===== src/rtl/rom_uart_loader_if.sv =====
// ROM write port and loader status bundle for rom_uart_loader.
// The loader drives it through the master modport; the ROM and SoC glue use the slave modport.
interface rom_uart_loader_if #(
  parameter int ADDR_W = 8
);
  logic              rom_wen;
  logic [ADDR_W-1:0] rom_addr;
  logic [31:0]       rom_wdata;
  logic              cpu_resetn;
  logic              busy;
  logic              load_ok;
  logic              load_err;

  modport master (
    output rom_wen, rom_addr, rom_wdata, cpu_resetn, busy, load_ok, load_err
  );

  modport slave (
    input rom_wen, rom_addr, rom_wdata, cpu_resetn, busy, load_ok, load_err
  );
endinterface


===== src/rtl/rom_uart_loader.sv =====
// UART (8N1) bootloader: A5 | LEN_LO | LEN_HI | 4*LEN data bytes | CHK, written word by word into the ROM.
// Optional macro LOADER_TIMEOUT_EN aborts a frame after TIMEOUT idle cycles between bytes.
module rom_uart_loader #(
  parameter int CLK_DIV = 104,
  parameter int ADDR_W  = 8,
  parameter int TIMEOUT = 1000000
) (
  input  logic               clk,
  input  logic               resetn,
  input  logic               rx,
  rom_uart_loader_if.master  bus
);
  localparam int         DEPTH     = 1 << ADDR_W;
  localparam int         CNT_W     = $clog2(CLK_DIV);
  localparam logic [7:0] SYNC_BYTE = 8'hA5;

  if (CLK_DIV < 4 || TIMEOUT < 1) begin : g_bad_param
    $error("rom_uart_loader: CLK_DIV must be >= 4 and TIMEOUT >= 1");
  end

  typedef enum logic [2:0] {
    S_IDLE, S_LEN0, S_LEN1, S_DATA, S_CHK, S_DONE, S_ERR
  } state_t;

  // ---------------- UART receiver ----------------
  logic             rx_meta, rx_sync, rx_prev;
  logic             rx_active;
  logic [CNT_W-1:0] baud_cnt;
  logic [3:0]       bit_idx;     // 0 = start, 1..8 = data, 9 = stop
  logic [7:0]       rx_shift;
  logic             rx_strobe;
  logic             frame_err;

  always_ff @(posedge clk or negedge resetn) begin
    if (!resetn) begin
      // NOTE: the synchroniser resets to the idle-high level so reset release is not seen as a start edge.
      rx_meta   <= 1'b1;
      rx_sync   <= 1'b1;
      rx_prev   <= 1'b1;
      rx_active <= 1'b0;
      baud_cnt  <= '0;
      bit_idx   <= '0;
      rx_shift  <= '0;
      rx_strobe <= 1'b0;
      frame_err <= 1'b0;
    end else begin
      // NOTE: non-blocking assignments so every flop here samples pre-edge values of the others.
      rx_meta   <= rx;
      rx_sync   <= rx_meta;
      rx_prev   <= rx_sync;
      rx_strobe <= 1'b0;
      frame_err <= 1'b0;
      if (!rx_active) begin
        if (rx_prev && !rx_sync) begin
          rx_active <= 1'b1;
          baud_cnt  <= CNT_W'(CLK_DIV / 2 - 1);
          bit_idx   <= 4'd0;
        end
      end else if (baud_cnt != '0) begin
        baud_cnt <= baud_cnt - 1'b1;
      end else begin
        baud_cnt <= CNT_W'(CLK_DIV - 1);
        if (bit_idx == 4'd0) begin
          if (rx_sync) rx_active <= 1'b0;   // glitch, not a real start bit
          else         bit_idx   <= 4'd1;
        end else if (bit_idx != 4'd9) begin
          rx_shift <= {rx_sync, rx_shift[7:1]};
          bit_idx  <= bit_idx + 4'd1;
        end else begin
          rx_active <= 1'b0;
          rx_strobe <= rx_sync;
          frame_err <= !rx_sync;
        end
      end
    end
  end

  // ---------------- Frame FSM ----------------
  state_t            state, state_n;
  logic [15:0]       len_q, len_n;
  logic [ADDR_W-1:0] index, index_n;
  logic [31:0]       word_q, word_n;
  logic [1:0]        byte_cnt, byte_cnt_n;
  logic [7:0]        chk, chk_n;
  logic              wen_q, wen_n;
  logic [ADDR_W-1:0] addr_q, addr_n;
  logic [31:0]       wdata_q, wdata_n;
  logic              cpu_q, cpu_n;
  logic              busy_q, busy_n;
  logic              ok_q, ok_n;
  logic              err_q, err_n;
  logic [15:0]       len_new;
  logic [7:0]        chk_add;
`ifdef LOADER_TIMEOUT_EN
  logic [31:0]       tmo_cnt, tmo_n;
`endif

  assign len_new = {rx_shift, len_q[7:0]};
  assign chk_add = chk + rx_shift;

  always_comb begin
    // NOTE: every output of this block gets a default first, so no path can infer a latch.
    state_n    = state;
    len_n      = len_q;
    index_n    = index;
    word_n     = word_q;
    byte_cnt_n = byte_cnt;
    chk_n      = chk;
    wen_n      = 1'b0;
    addr_n     = addr_q;
    wdata_n    = wdata_q;
    cpu_n      = cpu_q;
    busy_n     = busy_q;
    ok_n       = ok_q;
    err_n      = err_q;
`ifdef LOADER_TIMEOUT_EN
    tmo_n      = '0;
`endif
    case (state)
      S_IDLE: begin
        // A failed image keeps the core parked until a later load succeeds.
        if (!err_q) cpu_n = 1'b1;
        if (rx_strobe && rx_shift == SYNC_BYTE) begin
          cpu_n   = 1'b0;
          busy_n  = 1'b1;
          ok_n    = 1'b0;
          err_n   = 1'b0;
          state_n = S_LEN0;
        end
      end
      S_LEN0: if (rx_strobe) begin
        len_n[7:0] = rx_shift;
        state_n    = S_LEN1;
      end
      S_LEN1: if (rx_strobe) begin
        len_n = len_new;
        if (len_new == 16'd0 || 32'(len_new) > DEPTH) begin
          state_n = S_ERR;
        end else begin
          index_n    = '0;
          chk_n      = '0;
          byte_cnt_n = '0;
          state_n    = S_DATA;
        end
      end
      S_DATA: if (rx_strobe) begin
        word_n     = {rx_shift, word_q[31:8]};
        chk_n      = chk_add;
        byte_cnt_n = byte_cnt + 2'd1;
        if (byte_cnt == 2'd3) begin
          wen_n   = 1'b1;
          addr_n  = index;
          wdata_n = word_n;
          index_n = index + 1'b1;
          if (16'(index) == len_q - 16'd1) state_n = S_CHK;
        end
      end
      S_CHK: if (rx_strobe) begin
        state_n = (chk_add == 8'd0) ? S_DONE : S_ERR;
      end
      S_DONE: begin
        ok_n    = 1'b1;
        busy_n  = 1'b0;
        state_n = S_IDLE;
      end
      S_ERR: begin
        err_n   = 1'b1;
        busy_n  = 1'b0;
        cpu_n   = 1'b0;
        state_n = S_IDLE;
      end
      default: state_n = S_IDLE;
    endcase

    if (state inside {S_LEN0, S_LEN1, S_DATA, S_CHK}) begin
      if (frame_err) state_n = S_ERR;
`ifdef LOADER_TIMEOUT_EN
      if (!rx_strobe) begin
        tmo_n = tmo_cnt + 32'd1;
        if (tmo_cnt == 32'(TIMEOUT - 1)) state_n = S_ERR;
      end
`endif
    end
  end

  always_ff @(posedge clk or negedge resetn) begin
    if (!resetn) begin
      state    <= S_IDLE;
      len_q    <= '0;
      index    <= '0;
      word_q   <= '0;
      byte_cnt <= '0;
      chk      <= '0;
      wen_q    <= 1'b0;
      addr_q   <= '0;
      wdata_q  <= '0;
      cpu_q    <= 1'b0;
      busy_q   <= 1'b0;
      ok_q     <= 1'b0;
      err_q    <= 1'b0;
`ifdef LOADER_TIMEOUT_EN
      tmo_cnt  <= '0;
`endif
    end else begin
      state    <= state_n;
      len_q    <= len_n;
      index    <= index_n;
      word_q   <= word_n;
      byte_cnt <= byte_cnt_n;
      chk      <= chk_n;
      wen_q    <= wen_n;
      addr_q   <= addr_n;
      wdata_q  <= wdata_n;
      cpu_q    <= cpu_n;
      busy_q   <= busy_n;
      ok_q     <= ok_n;
      err_q    <= err_n;
`ifdef LOADER_TIMEOUT_EN
      tmo_cnt  <= tmo_n;
`endif
    end
  end

  assign bus.rom_wen    = wen_q;
  assign bus.rom_addr   = addr_q;
  assign bus.rom_wdata  = wdata_q;
  assign bus.cpu_resetn = cpu_q;
  assign bus.busy       = busy_q;
  assign bus.load_ok    = ok_q;
  assign bus.load_err   = err_q;
endmodule


===== src/flat_wrapper.sv =====
// flat-port wrapper written by rule: the top's interface ports become plain ports
module rom_uart_loader_flat 
#(
  parameter int CLK_DIV = 104,
  parameter int ADDR_W  = 8,
  parameter int TIMEOUT = 1000000
)
  (clk, resetn, rx, bus_rom_wen, bus_rom_addr, bus_rom_wdata, bus_cpu_resetn, bus_busy, bus_load_ok, bus_load_err);
  rom_uart_loader_if #(.ADDR_W(ADDR_W)) bus_i ();
  input  logic clk;
  input  logic resetn;
  input  logic rx;
  output wire logic [$bits(bus_i.rom_wen)-1:0] bus_rom_wen;
  output wire logic [$bits(bus_i.rom_addr)-1:0] bus_rom_addr;
  output wire logic [$bits(bus_i.rom_wdata)-1:0] bus_rom_wdata;
  output wire logic [$bits(bus_i.cpu_resetn)-1:0] bus_cpu_resetn;
  output wire logic [$bits(bus_i.busy)-1:0] bus_busy;
  output wire logic [$bits(bus_i.load_ok)-1:0] bus_load_ok;
  output wire logic [$bits(bus_i.load_err)-1:0] bus_load_err;
  assign bus_rom_wen = bus_i.rom_wen;
  assign bus_rom_addr = bus_i.rom_addr;
  assign bus_rom_wdata = bus_i.rom_wdata;
  assign bus_cpu_resetn = bus_i.cpu_resetn;
  assign bus_busy = bus_i.busy;
  assign bus_load_ok = bus_i.load_ok;
  assign bus_load_err = bus_i.load_err;
  rom_uart_loader #(.CLK_DIV(CLK_DIV), .ADDR_W(ADDR_W), .TIMEOUT(TIMEOUT)) u_core (.clk(clk), .resetn(resetn), .rx(rx), .bus(bus_i));
endmodule

===== config.mk =====
export PLATFORM = sky130hd
export DESIGN_NAME = rom_uart_loader_flat
export DESIGN_NICKNAME = d
export VERILOG_FILES = /design/src/rtl/rom_uart_loader_if.sv /design/src/rtl/rom_uart_loader.sv /design/src/flat_wrapper.sv
export SDC_FILE = /design/constraint.sdc
export NUM_CORES = 1
export LEC_CHECK = 0
export BUFFER_PORTS_ARGS = -buffer_cell sky130_fd_sc_hd__buf_2
export CORE_MARGIN = 3
export CORE_UTILIZATION = 30
export DETAILED_ROUTE_END_ITERATION = 16
export GPL_ROUTABILITY_DRIVEN = 0
export PLACE_DENSITY_LB_ADDON = 0.25
export RECOVER_POWER = 100
export SLEW_MARGIN = 20
export SYNTH_ARGS = -nofsm -noshare
export SYNTH_HDL_FRONTEND = slang
export SYNTH_SLANG_ARGS = --single-unit

===== constraint.sdc =====
create_clock -name clk -period 2.75 [get_ports clk]
set_input_delay 0.275 -clock clk [delete_from_list [all_inputs] [get_ports clk]]
set_output_delay 0.275 -clock clk [all_outputs]
set_load 0.01 [all_outputs]

Word level (Yosys, flattened, before mapping)
Cells that the tools add are included.
- $add $sub $neg: 6
- $mul: 0
- div/mod/pow operators: 0
- order comparisons: 1
- equality and inequality tests: 19
- shift operators: 0
- muxes and demuxes: 59
- bitwise operators: 3
- reductions and logical operators: 28
- operator list (operator ; count):
    $mux W8 ; 6
    $pmux W8 S2 ; 3
    $mux W3 ; 10
    $mux W4 ; 6
    $mux W1 ; 21
    $mux W7 ; 3
    $eq A8 B16 Y1 ; 1
    $gt A16 B9 Y1 const B ; 1
    $logic_not A16 Y1 ; 1
    $sub A16 B1 Y16 const B ; 1
    $pmux W3 S5 ; 1
    $reduce_and A2 Y1 ; 6
    $reduce_and A4 Y1 ; 3
    $reduce_bool A2 Y1 ; 5
    $eq A3 B3 Y1 const B ; 3
    $ne A3 B3 Y1 const B ; 3
    $add A8 B1 Y8 const B ; 1
    $add A8 B8 Y8 ; 1
    $eq A8 B8 Y1 const B ; 1
    $logic_not A8 Y1 ; 1
    $mux W2 ; 4
    $ne A2 B1 Y1 const B ; 4
    $pmux W1 S2 ; 4
    $reduce_bool A7 Y1 ; 1
    19 further kinds ; 25
- register bits after elaboration: 139
- bits in latches: 0
- RAM bits: 0
- bits in read-only memories: 0
- bits of input ports: 3
- memories: 0

Depth between registers and ports, before layout
- depth after elaboration: 8
- mapped depth: 9
- depth with buffers taken out: 9

Worst setup path before layout
Ideal clock, no wire load.
- path kind: reg2reg
- start: register u_core.rx_shift[0]
- end: register u_core.state[0]
- setup time: 0.118 ns
- arrival time: 2.158 ns
- required time: 2.632 ns
- slack: 0.474 ns
- cell stages (with the launch flop): 10
- clock period less this slack: 2.276 ns
- cells stage by stage: dfrtp_1 -> ha_1 -> inv_1 -> fa_1 -> nand2b_1 -> a2111o_1 -> o311ai_0 -> nor2_1 -> a41o_1 -> a21o_1
- cells in the longest elaborated chain, start to end: 7
- elaborated cells on any way between the ends: 15
- classes of those cells: 1 x add/sub; 1 x order compare; 1 x eq/ne; 8 x mux; 4 x reduce/logical
- ends and longest elaborated chain (item ; RTL line ; source):
    start: declaration ; rom_uart_loader.sv:30 ; logic [7:0] rx_shift;
    start signal: assignment ; rom_uart_loader.sv:67 ; rx_shift <= {rx_sync, rx_shift[7:1]};
    $add A8 B8 Y8 (tied with other cells) ; rom_uart_loader.sv:99 ; assign chk_add = chk + rx_shift;
    $logic_not A8 Y1 or $logic_or A1 B1 Y1 (tied branches) ; rom_uart_loader.sv:159, rom_uart_loader.sv:137 ;
    $mux W2 or $mux W3 (tied branches) ; rom_uart_loader.sv:159, rom_uart_loader.sv:137 ;
    $mux W3, on equally long branches ; rom_uart_loader.sv:158, rom_uart_loader.sv:135 ;
    $pmux W3 S5 (*) ; rom_uart_loader.sv:119 ; case (state)
    $mux W3 ; rom_uart_loader.sv:176 ; if (frame_err) state_n = S_ERR;
    $mux W3 (*) ; rom_uart_loader.sv:175 ; if (state inside {S_LEN0, S_LEN1, S_DATA, S_CHK}) begin
    via u_core.state_n[0] ; rom_uart_loader.sv:79 ; state_t state, state_n;
    end signal: assignment ; rom_uart_loader.sv:205 ; state <= state_n;
    end: declaration ; rom_uart_loader.sv:79 ;
The timed path passes the listed nets; every way through them passes the cells marked *.
A chain may end at the register's enable or synchronous reset.

Final worst setup path
- start: register u_core.baud_cnt[0]
- end: register u_core.rx_shift[2]
- cells in the longest elaborated chain, start to end: 3
- ends and longest elaborated chain (item ; RTL line ; source):
    start: declaration ; rom_uart_loader.sv:28 ; logic [CNT_W-1:0] baud_cnt;
    start signal: assignment ; rom_uart_loader.sv:56 ; baud_cnt <= CNT_W'(CLK_DIV / 2 - 1);
    start signal: assignment ; rom_uart_loader.sv:60 ; baud_cnt <= baud_cnt - 1'b1;
    start signal: assignment ; rom_uart_loader.sv:62 ; baud_cnt <= CNT_W'(CLK_DIV - 1);
    $reduce_bool A7 Y1 ; rom_uart_loader.sv:59 ; end else if (baud_cnt != '0) begin
    $not A1 Y1 (no line) ; n/a ;
    $reduce_and A4 Y1 (no line) ; n/a ;
No other way between the ends.

==> metrics.yaml <==
status: "completed"
seqCellArea_um2: 3280
yosysTopAreaCellShare_pct: 51.0
antenna_left: 0
nFillCells: 2023
cts_tree: "yes"
route.detailed.drc: 0
ios: 48
yosys_register_bits: 131
cts_root_buf: "clkbuf_16"
clkLatencyLatePin_ps: 420
dp_hpwl_um: 9760
clock_sinks: 131
async_flop_share_pct: 100
fin_tns_setup_ps: 0
yosys-top-cells-count: "dfrtp_1, nand2_1, mux2_2"
worst_slack_ps: 319
clk_pin_slew_ps: 60
synth_cell_types: 66
cts_setup_buffers: 0
worstPathMaxFanout: 10
syn_area_um2: 6280
worst_slew_margin_rel_pct: 12.1
r2r-end: "u_core.rx_shift[2]"
gr-total-overflow: 0
drtIter0Drc: 204
fin_worst_skew_ps: 9.21
syn_nets: 603
rr_worst_depth: 6
cts_buffers: 17
synth_seq_area_share_pct: 52.3
synth_top_cell_by_area: "dfrtp_1"
finalNetCount: 659
cts_max_path_buffers: 2
drtPass1Iterations: 5
irDropWorstVdd_uv: 415
grt_util_all_layers_pct: 13.0
pre_cts_ws_ps: 415
hold_depth: 0
post_synth_inst_count: 585
min_period_ps: 2430
p_per_area_nw_per_um2: 656
die_w_um: 151
wl_per_cell_um: 15.5
io_buffers: 47
drv_slew: 0
cellLeakagePower_nw: 3.49
r2r_start: "u_core.baud_cnt[0]"
synth_edf_count: 0
grt_max_degree: 52
endpoint_kind: "flop"
area.growth.synth_to_final_pct: 17.5
worst_ep_arrival_time_ps: 2730
drive_above_1_share_pct: 17.3
grt_pass1_vias: 4541
core-area_um2: 20400
crit_path_start_kind: "flop"
period_share_pct: 88.4
max_freq_mhz: 411
stdcell_area_um2: 7370
min_to: "u_core.rx_sync"
ys.flop_type: "dfrtp_1"
rsz0062_at_grt: "false"
vias_per_cell: 4.98
rows: 52
antenna_cells: 0
r2r_setup_slack_ps: 320
routed_wl_um: 14300
multiInputGateArea_um2: 2780
critPathRequiredTime_ps: 3050
cts_max_level: 4
worst_pin_slew_ps: 1320
die_h_um: 151
post-synth-top-count-cell: "dfrtp_1"
cap_viol_max_count: 0
critPathKind: "reg2reg"
synth.top_cells.by_area: "dfrtp_1, mux2_2, nand2_1, ha_1, o21ai_0"
holdCritStartpoint: "u_core.rx_meta"
start_util_pct: 30.8
finalSetupViolations: 0
synth_area_per_cell_um2: 10.7
vias: 4597
hp-class: "reg2reg"
yosys_warnings: 0
dieArea_um2: 22700
placed_area_um2: 6850
final-hold-violation-count: 0
antenna_found_initial: 0
grt_pass1_wl_um: 23500
==> critical path: stages, from the launching register on <==
cell	delay [ps]
dfrtp_1	400
inv_1	70
ha_1	180
or3b_1	450
nand4bb_1	310
or2_0	530
mux2_2	380
==> state kept, by name, summed over array words and instances, names as in the netlist, 2 cells and up <==
| name | cells |
|---|---|
| u_core.baud_cnt | 7 |
| u_core.bit_idx | 4 |
| u_core.bus.rom_addr | 8 |
| u_core.bus.rom_wdata | 32 |
| u_core.byte_cnt | 2 |
| u_core.chk | 8 |
| u_core.index | 8 |
| u_core.len_q | 16 |
| u_core.rx_shift | 8 |
| u_core.state | 3 |
| u_core.word_q | 24 |
==> layout make-up <==
class	instances	area share, %
Multi-Input combinational cell	417	37.7
Sequential cell	131	44.5
Clock inverter	13	2.68
Timing Repair Buffer	60	3.94
Tap cell	270	4.58
Clock buffer	19	5.87
Inverter	14	0.713
==> repair_timing <==
item                      in CTS  in global routing
hold buffers                   2                  0
hold endpoints to repair      47                  0
gates resized for setup        0                  0
==> report_power, final <==
part | leakage [nW] | internal [mW] | switching [mW]
combinational | 1.39 | 0.135 | 0.175
sequential | 1.79 | 2.00 | 0.111
clock | 0.303 | 1.53 | 0.878
==> per-stage QoR <==
stage               total power, mW  utilization, %  cells  hold WS, ps
finish                         4.83            36.2    924          360
global route                   5.05            36.2    924          364
CTS                            4.91            36.8    924          356
detailed placement             2.48            33.6    890          348
global placement               2.46            33.6    890          348
floorplan                      2.36               -    585        -20.6
==> kinds of logic (layout without fill, tap and decap cells) <==
group,after synthesis,count (layout),share of synthesized area [%]
compound gates,83,83,8.45
fa+ha+maj,16,16,3.27
flops,131,131,52.3
buf+inv,37,106,2.73
simple gates,233,233,18.9
xor+xnor,23,23,3.21
mux,62,62,11.2
==> how the worst max path moves through the flow <==
| stage | depth (start not counted) | to | slack [ps] | startpoint |
|---|---|---|---|---|
| floorplan | 9 | u_core.state[0] | 470 | u_core.rx_shift[0] |
| global route | 8 | u_core.bit_idx[2] | 90 | u_core.baud_cnt[1] |
| detailed placement | 6 | u_core.state[1] | 410 | u_core.rx_shift[4] |
| finish | 6 | u_core.rx_shift[2] | 320 | u_core.baud_cnt[0] |
| CTS | 6 | u_core.state[1] | 410 | u_core.rx_shift[4] |
| global placement | 9 | u_core.state[0] | 480 | u_core.chk[0] |
==> routing by layer <==
layer,share of wire [%],GRT usage (%),wire [um]
met5,0,0,0
met4,1.1,3.26,156
met3,4.1,3.73,590
met2,48,21.4,6900
met1,47,17.0,6670
==> placed cells by master (no fill, tap or decap), drive strengths merged, types with 4 or more instances in the layout <==
master / Yosys / layout
dfrtp: 128 / 128
nand2: 118 / 118
clkbuf: 12 / 70
mux2: 61 / 61
o21ai: 36 / 36
nor2: 33 / 33
xor2: 18 / 18
inv: 14 / 18
ha: 14 / 14
a21oi: 12 / 12
nor3: 11 / 11
nand3: 10 / 10
nor4: 8 / 8
nand4: 7 / 7
buf: 11 / 7
nor3b: 6 / 6
nor2b: 5 / 5
xnor2: 5 / 5
a31oi: 5 / 5
and3: 5 / 5
nand3b: 4 / 4
or4: 4 / 4
nand2b: 4 / 4
o22ai: 4 / 4
bufinv: 0 / 4
clkinv: 0 / 4
(Power assumes the default switching activity.)
